==> config.mk <==
export PLATFORM = sky130hd
export DESIGN_NAME = radix2_signed_divider_flat
export DESIGN_NICKNAME = d
export VERILOG_FILES = /design/src/rtl/radix2_signed_divider_if.sv /design/src/rtl/radix2_signed_divider.sv /design/src/flat_wrapper.sv
export SDC_FILE = /design/constraint.sdc
export NUM_CORES = 1
export LEC_CHECK = 0
export ABC_AREA = 0
export BUFFER_PORTS_ARGS = -buffer_cell sky130_fd_sc_hd__buf_2
export CORE_ASPECT_RATIO = 1.4
export CORE_UTILIZATION = 55
export DETAILED_ROUTE_END_ITERATION = 10
export PLACE_DENSITY = 0.76
export SYNTH_ARGS = -nofsm -noshare
export SYNTH_HDL_FRONTEND = slang
export SYNTH_SLANG_ARGS = --single-unit
==> constraint.sdc <==
create_clock -name clk_i -period 6.7 [get_ports clk_i]
set_clock_uncertainty 0.2 [all_clocks]
set_input_delay 1.675 -clock clk_i [delete_from_list [all_inputs] [get_ports clk_i]]
set_output_delay 1.675 -clock clk_i [all_outputs]
set_load 0.005 [all_outputs]
==> src/rtl/radix2_signed_divider_if.sv <==
// Request/result bundle for the sequential signed divider.
// The master issues operands and start; the slave returns quotient, remainder and status.
interface radix2_signed_divider_if #(
    parameter int WIDTH = 32
);
    logic             en;
    logic             start;
    logic [WIDTH-1:0] a;
    logic [WIDTH-1:0] b;
    logic             busy;
    logic             done;
    logic [WIDTH-1:0] quotient;
    logic [WIDTH-1:0] remainder;
    logic             div_by_zero;

    modport master (
        output en, start, a, b,
        input  busy, done, quotient, remainder, div_by_zero
    );

    modport slave (
        input  en, start, a, b,
        output busy, done, quotient, remainder, div_by_zero
    );
endinterface

==> src/rtl/radix2_signed_divider.sv <==
// Restoring radix-2 signed divider: one quotient bit per enabled clock, truncating toward zero.
// The remainder follows the dividend's sign; a zero divisor gives q=-1, r=a and a flag.
module radix2_signed_divider #(
    parameter int WIDTH = 32
) (
    input  logic                    clk_i,
    input  logic                    reset_i,   // synchronous, active-low
    radix2_signed_divider_if.slave  bus
);
    localparam int CW = $clog2(WIDTH);

    typedef enum logic [1:0] {ST_IDLE, ST_RUN, ST_FIX} state_t;

    state_t           state_q, state_d;
    logic [WIDTH-1:0] rem_q, rem_d;         // partial remainder (always < divisor)
    logic [WIDTH-1:0] dvd_q, dvd_d;         // dividend magnitude, becomes quotient magnitude
    logic [WIDTH-1:0] dvs_q, dvs_d;
    logic [CW-1:0]    cnt_q, cnt_d;
    logic             neg_quo_q, neg_quo_d;
    logic             neg_rem_q, neg_rem_d;
    logic             zero_div_q, zero_div_d;
    logic             busy_q, busy_d;
    logic             done_q, done_d;
    logic [WIDTH-1:0] quo_out_q, quo_out_d;
    logic [WIDTH-1:0] rem_out_q, rem_out_d;
    logic             dbz_q, dbz_d;

    logic [WIDTH:0]   shifted;
    logic [WIDTH:0]   trial;
    logic [WIDTH-1:0] abs_a;
    logic [WIDTH-1:0] abs_b;
    logic [WIDTH-1:0] quo_mag;
    logic [WIDTH-1:0] rem_mag;

    // Two's-complement negation maps the most-negative value onto 2^(WIDTH-1) unsigned.
    assign abs_a = bus.a[WIDTH-1] ? ('0 - bus.a) : bus.a;
    assign abs_b = bus.b[WIDTH-1] ? ('0 - bus.b) : bus.b;

    assign shifted = {rem_q, dvd_q[WIDTH-1]};
    assign trial   = shifted - {1'b0, dvs_q};

    // On a zero divisor the dividend magnitude is still in dvd_q, so re-signing it returns a.
    assign quo_mag = dvd_q;
    assign rem_mag = zero_div_q ? dvd_q : rem_q;

    always_comb begin
        state_d    = state_q;
        rem_d      = rem_q;
        dvd_d      = dvd_q;
        dvs_d      = dvs_q;
        cnt_d      = cnt_q;
        neg_quo_d  = neg_quo_q;
        neg_rem_d  = neg_rem_q;
        zero_div_d = zero_div_q;
        busy_d     = busy_q;
        done_d     = done_q;
        quo_out_d  = quo_out_q;
        rem_out_d  = rem_out_q;
        dbz_d      = dbz_q;

        case (state_q)
            ST_IDLE: begin
                done_d = 1'b0;
                if (bus.start) begin
                    dvd_d      = abs_a;
                    dvs_d      = abs_b;
                    rem_d      = '0;
                    cnt_d      = '0;
                    neg_quo_d  = bus.a[WIDTH-1] ^ bus.b[WIDTH-1];
                    neg_rem_d  = bus.a[WIDTH-1];
                    zero_div_d = (bus.b == '0);
                    busy_d     = 1'b1;
                    dbz_d      = 1'b0;
                    state_d    = (bus.b == '0) ? ST_FIX : ST_RUN;
                end
            end
            ST_RUN: begin
                if (trial[WIDTH]) begin
                    rem_d = shifted[WIDTH-1:0];
                end else begin
                    rem_d = trial[WIDTH-1:0];
                end
                dvd_d = {dvd_q[WIDTH-2:0], ~trial[WIDTH]};
                cnt_d = cnt_q + 1'b1;
                if (cnt_q == CW'(WIDTH - 1)) begin
                    state_d = ST_FIX;
                end
            end
            ST_FIX: begin
                if (zero_div_q) begin
                    quo_out_d = '1;
                end else begin
                    quo_out_d = neg_quo_q ? ('0 - quo_mag) : quo_mag;
                end
                rem_out_d = neg_rem_q ? ('0 - rem_mag) : rem_mag;
                dbz_d     = zero_div_q;
                done_d    = 1'b1;
                busy_d    = 1'b0;
                state_d   = ST_IDLE;
            end
            default: begin
                state_d = ST_IDLE;
            end
        endcase
    end

    always_ff @(posedge clk_i) begin
        if (!reset_i) begin
            state_q    <= ST_IDLE;
            rem_q      <= '0;
            dvd_q      <= '0;
            dvs_q      <= '0;
            cnt_q      <= '0;
            neg_quo_q  <= 1'b0;
            neg_rem_q  <= 1'b0;
            zero_div_q <= 1'b0;
            busy_q     <= 1'b0;
            done_q     <= 1'b0;
            quo_out_q  <= '0;
            rem_out_q  <= '0;
            dbz_q      <= 1'b0;
        end else if (bus.en) begin
            state_q    <= state_d;
            rem_q      <= rem_d;
            dvd_q      <= dvd_d;
            dvs_q      <= dvs_d;
            cnt_q      <= cnt_d;
            neg_quo_q  <= neg_quo_d;
            neg_rem_q  <= neg_rem_d;
            zero_div_q <= zero_div_d;
            busy_q     <= busy_d;
            done_q     <= done_d;
            quo_out_q  <= quo_out_d;
            rem_out_q  <= rem_out_d;
            dbz_q      <= dbz_d;
        end
    end

    assign bus.busy        = busy_q;
    assign bus.done        = done_q;
    assign bus.quotient    = quo_out_q;
    assign bus.remainder   = rem_out_q;
    assign bus.div_by_zero = dbz_q;
endmodule

==> src/flat_wrapper.sv <==
// flat-port wrapper written by rule: the top's interface ports become plain ports
module radix2_signed_divider_flat 
#(
    parameter int WIDTH = 32
)
  (clk_i, reset_i, bus_en, bus_start, bus_a, bus_b, bus_busy, bus_done, bus_quotient, bus_remainder, bus_div_by_zero);
  radix2_signed_divider_if #(.WIDTH(WIDTH)) bus_i ();
  input  logic clk_i;
  input  logic reset_i;
  input wire logic [$bits(bus_i.en)-1:0] bus_en;
  input wire logic [$bits(bus_i.start)-1:0] bus_start;
  input wire logic [$bits(bus_i.a)-1:0] bus_a;
  input wire logic [$bits(bus_i.b)-1:0] bus_b;
  output wire logic [$bits(bus_i.busy)-1:0] bus_busy;
  output wire logic [$bits(bus_i.done)-1:0] bus_done;
  output wire logic [$bits(bus_i.quotient)-1:0] bus_quotient;
  output wire logic [$bits(bus_i.remainder)-1:0] bus_remainder;
  output wire logic [$bits(bus_i.div_by_zero)-1:0] bus_div_by_zero;
  assign bus_i.en = bus_en;
  assign bus_i.start = bus_start;
  assign bus_i.a = bus_a;
  assign bus_i.b = bus_b;
  assign bus_busy = bus_i.busy;
  assign bus_done = bus_i.done;
  assign bus_quotient = bus_i.quotient;
  assign bus_remainder = bus_i.remainder;
  assign bus_div_by_zero = bus_i.div_by_zero;
  radix2_signed_divider #(.WIDTH(WIDTH)) u_core (.clk_i(clk_i), .reset_i(reset_i), .bus(bus_i));
endmodule
==> impl_results.md <==
- Worst R2R End: u_core.rem_q[2]$_SDFFE_PN0P_
- DRT Wirelength: 28900 um
- CTS Root Cell: clkbuf_16
- Total gr overflow: 0
- Crit path DAT: 4460 ps
- Post-route DRC: 0
- Core Area: 0.0200 mm^2
- Share of layout cells above drive strength 1: 0.134
- Routed length on met2: 14100 um
- Skew-Pair Late Insertion Delay: 430 ps
- Clock Tree Buf Depth: 2
- PwrDens: 243 mW/mm^2
- Netlist cell types: 63
- GRT Total Usage: 0.280
- CTS Hold Buffers Added: 0
- # IOs: 135
- Async S/R FF share, synth: 0
- Min Tclk post-route: 4370 ps
- Flops & latches, synth: 173
- Max Cap Violations: 0
- First DRT Iteration DRCs: 1094
- Post-CTS Setup Inserts: 0
- Wl on met1: 12600 um
- Die Height: 171 um
- Pin count of the biggest net entering global routing: 102
- Vias in the first global route: 9559
- H-tree depth: 4
- Cell Count, Final, Fillers Out: 1751
- Initial Util: 0.563
- Placed insts: 1718
- Via density: 5.99
- Number of synthesized flops with an enable pin: 0
- Die area: 0.0211 mm^2
- Metal3 WL: 1510 um
- Outcome: completed
- Peak supply drop: 0.000188 V
- Nets: 1592
- CTS tree: yes
- Unrepaired setup endpoints after global routing: false
- Area grow syn2layout: 11.6%
- Worst min path class: reg2reg
- Layout Utilization: 0.629
- Wirelength per Cell: 16.5 um
- Setup violations, final: 0
- Setup crit start: u_core.dvd_q[31]$_SDFFE_PN0P_
- First-pass GRT wire length: 46800 um
- Drt pass-1 iters: 6
- Setup crit end: u_core.rem_q[2]$_SDFFE_PN0P_
- Least-Margin Pin Slew: 1200 ps
- Final antenna-violating net count: 0
- Fin. max-slew vios: 0
- Final hold vios: 0
- Seq/Total Area, Yosys: 0.307
- Rel. slew slack: 0.201
- CP Data Required Time: 6790 ps
- Die X: 123 um
- Setup_tns: 0 ps
- Setup crit start kind: register
- Clk sinks: 173
- Yosys warnings: 0
- Mapped Area: 0.0113 mm^2
- Row count: 61
- # resized after CTS: 0
- Top sig layer: met4
- Most common cell after layout, fill and taps aside: nand2_1
- Worst r2r src: u_core.dvd_q[31]$_SDFFE_PN0P_
- Clock buffer count from CTS: 17
- Hpwl dp: 21100 um
- GP Congestion: 0.875
- Initial antenna violation count: 0
- Total power: 3.06 mW
- R2r setup slk: 2330 ps
- Most frequent cells in the layout: nand2_1 (181), dfxtp_1 (172), o21ai_0 (149)
- CP endpoint kind: register
- Clk slew on worst S/H paths: 60 ps
- Via count: 10500
- Post-synth top flop: dfxtp_1
- Syn_nets: 1528
- Mean Syn Cell Area: 7.93 um^2
- Max FO, Critical Path: 32
- Post-Synthesis Cells: 1421
- Worst Reg-to-Reg Cells: 14
- Fmax: 0.229 GHz
- Crit path kind: reg2reg
- PortBufs: 134
- Leakage: 5.44 nW
- Final period utilization: 0.652
## state kept, by name, indices dropped and copies added (netlist names)
register / count
u_core.bus.busy: 1
u_core.bus.quotient: 32
u_core.rem_q: 32
u_core.bus.remainder: 32
u_core.bus.div_by_zero: 1
u_core.neg_rem_q: 1
u_core.dvd_q: 32
u_core.neg_quo_q: 1
u_core.bus.done: 1
u_core.state_q: 2
u_core.zero_div_q: 1
u_core.cnt_q: 5
u_core.dvs_q: 32
## worst min-delay path by stage
| stage | from | cells after the start | slack (ps) | end |
|---|---|---|---|---|
| 3_5_place_dp | u_core.bus.remainder[2]$_SDFFE_PN0P_ | 2 | 260 | u_core.bus.remainder[2]$_SDFFE_PN0P_ |
| 4_1_cts | u_core.bus.remainder[2]$_SDFFE_PN0P_ | 2 | 270 | u_core.bus.remainder[2]$_SDFFE_PN0P_ |
| 3_3_place_gp | u_core.bus.remainder[2]$_SDFFE_PN0P_ | 2 | 250 | u_core.bus.remainder[2]$_SDFFE_PN0P_ |
| 5_1_grt | u_core.bus.remainder[1]$_SDFFE_PN0P_ | 2 | 300 | u_core.bus.remainder[1]$_SDFFE_PN0P_ |
| 6_report | u_core.bus.remainder[2]$_SDFFE_PN0P_ | 2 | 260 | u_core.bus.remainder[2]$_SDFFE_PN0P_ |
| 2_1_floorplan | u_core.dvs_q[0]$_SDFFE_PN0P_ | 2 | 250 | u_core.dvs_q[0]$_SDFFE_PN0P_ |
## area by class of cell
cell class | instances | area (um^2)
Clock buffer | 23 | 478
Tap cell | 252 | 315
Fill cell | 1775 | 7420
Sequential cell | 173 | 3460
Clock inverter | 9 | 111
Multi-Input combinational cell | 1100 | 7260
Antenna cell | 1 | 2.50
Timing Repair Buffer | 143 | 753
Inverter | 50 | 188
## report_power, final
part | switching (mW) | internal (mW) | total, mW
Combinational | 0.557 | 0.376 | 0.933
Sequential | 0.0653 | 1.07 | 1.14
Clock | 0.410 | 0.579 | 0.989
Total | 1.03 | 2.02 | 3.06
## critical path, stage by stage (launching register included)
cell and delay, ps:
dfxtp_1 380, inv_1 180, ha_1 200, inv_1 60
fa_1 400, a21o_1 220, a22o_1 220, o21a_1 230
o31a_1 370, a211oi_2 560, xor2_4 480, buf_4 400
nor2_1 90, a21oi_1 140, o21ai_0 90
## per-layer routing
layer,vias to the layer above,global-route usage
met5,-,0
met4,0,0.102
met3,40,0.0355
met2,357,0.484
met1,4862,0.351
li1,5222,-
## stage by stage
stage | hold slack, ps | setup WS (ps) | cell area, um^2
final | 264 | 2330 | 12600
after global routing | 295 | 2120 | 12600
after CTS | 266 | 2360 | 12600
after detailed placement | 257 | 2080 | 12000
after global placement | 252 | 2140 | 12000
after floorplan | 248 | 2440 | 11300
## synthesized netlist by cell type, drive strengths merged (8+ instances only)
cell    count  area share
a21boi      9      0.0060
a21o        9      0.0060
a21oi      90       0.040
a222oi     32       0.028
and2       30       0.017
buf        14      0.0060
clkbuf     84       0.028
dfxtp     173        0.31
ha         38       0.042
inv        50       0.017
mux2i      30       0.027
nand2     181       0.060
nand2b     12      0.0067
nand3      24       0.011
nand4      10      0.0056
nor2       57       0.019
nor2b      44       0.024
nor3       21      0.0093
nor4        8      0.0058
o211a      34       0.030
o211ai      9      0.0060
o21ai     150       0.067
o31ai      36       0.025
o41ai      14       0.012
or3        17      0.0094
or4        12      0.0090
xnor2      71       0.055
xor2       77       0.060
## cells by family after synthesis
kind of cell             after synthesis  share of synthesized area
AO/OA/AOI/OAI                        433                      0.255
XOR/XNOR                             148                      0.115
adder cells (fa/ha/maj)               39                     0.0440
buffers and inverters                148                     0.0506
flip-flops                           173                      0.307
multiplexers                          37                     0.0337
AND/OR/NAND/NOR                      443                      0.194
(Power assumes the default switching activity.)
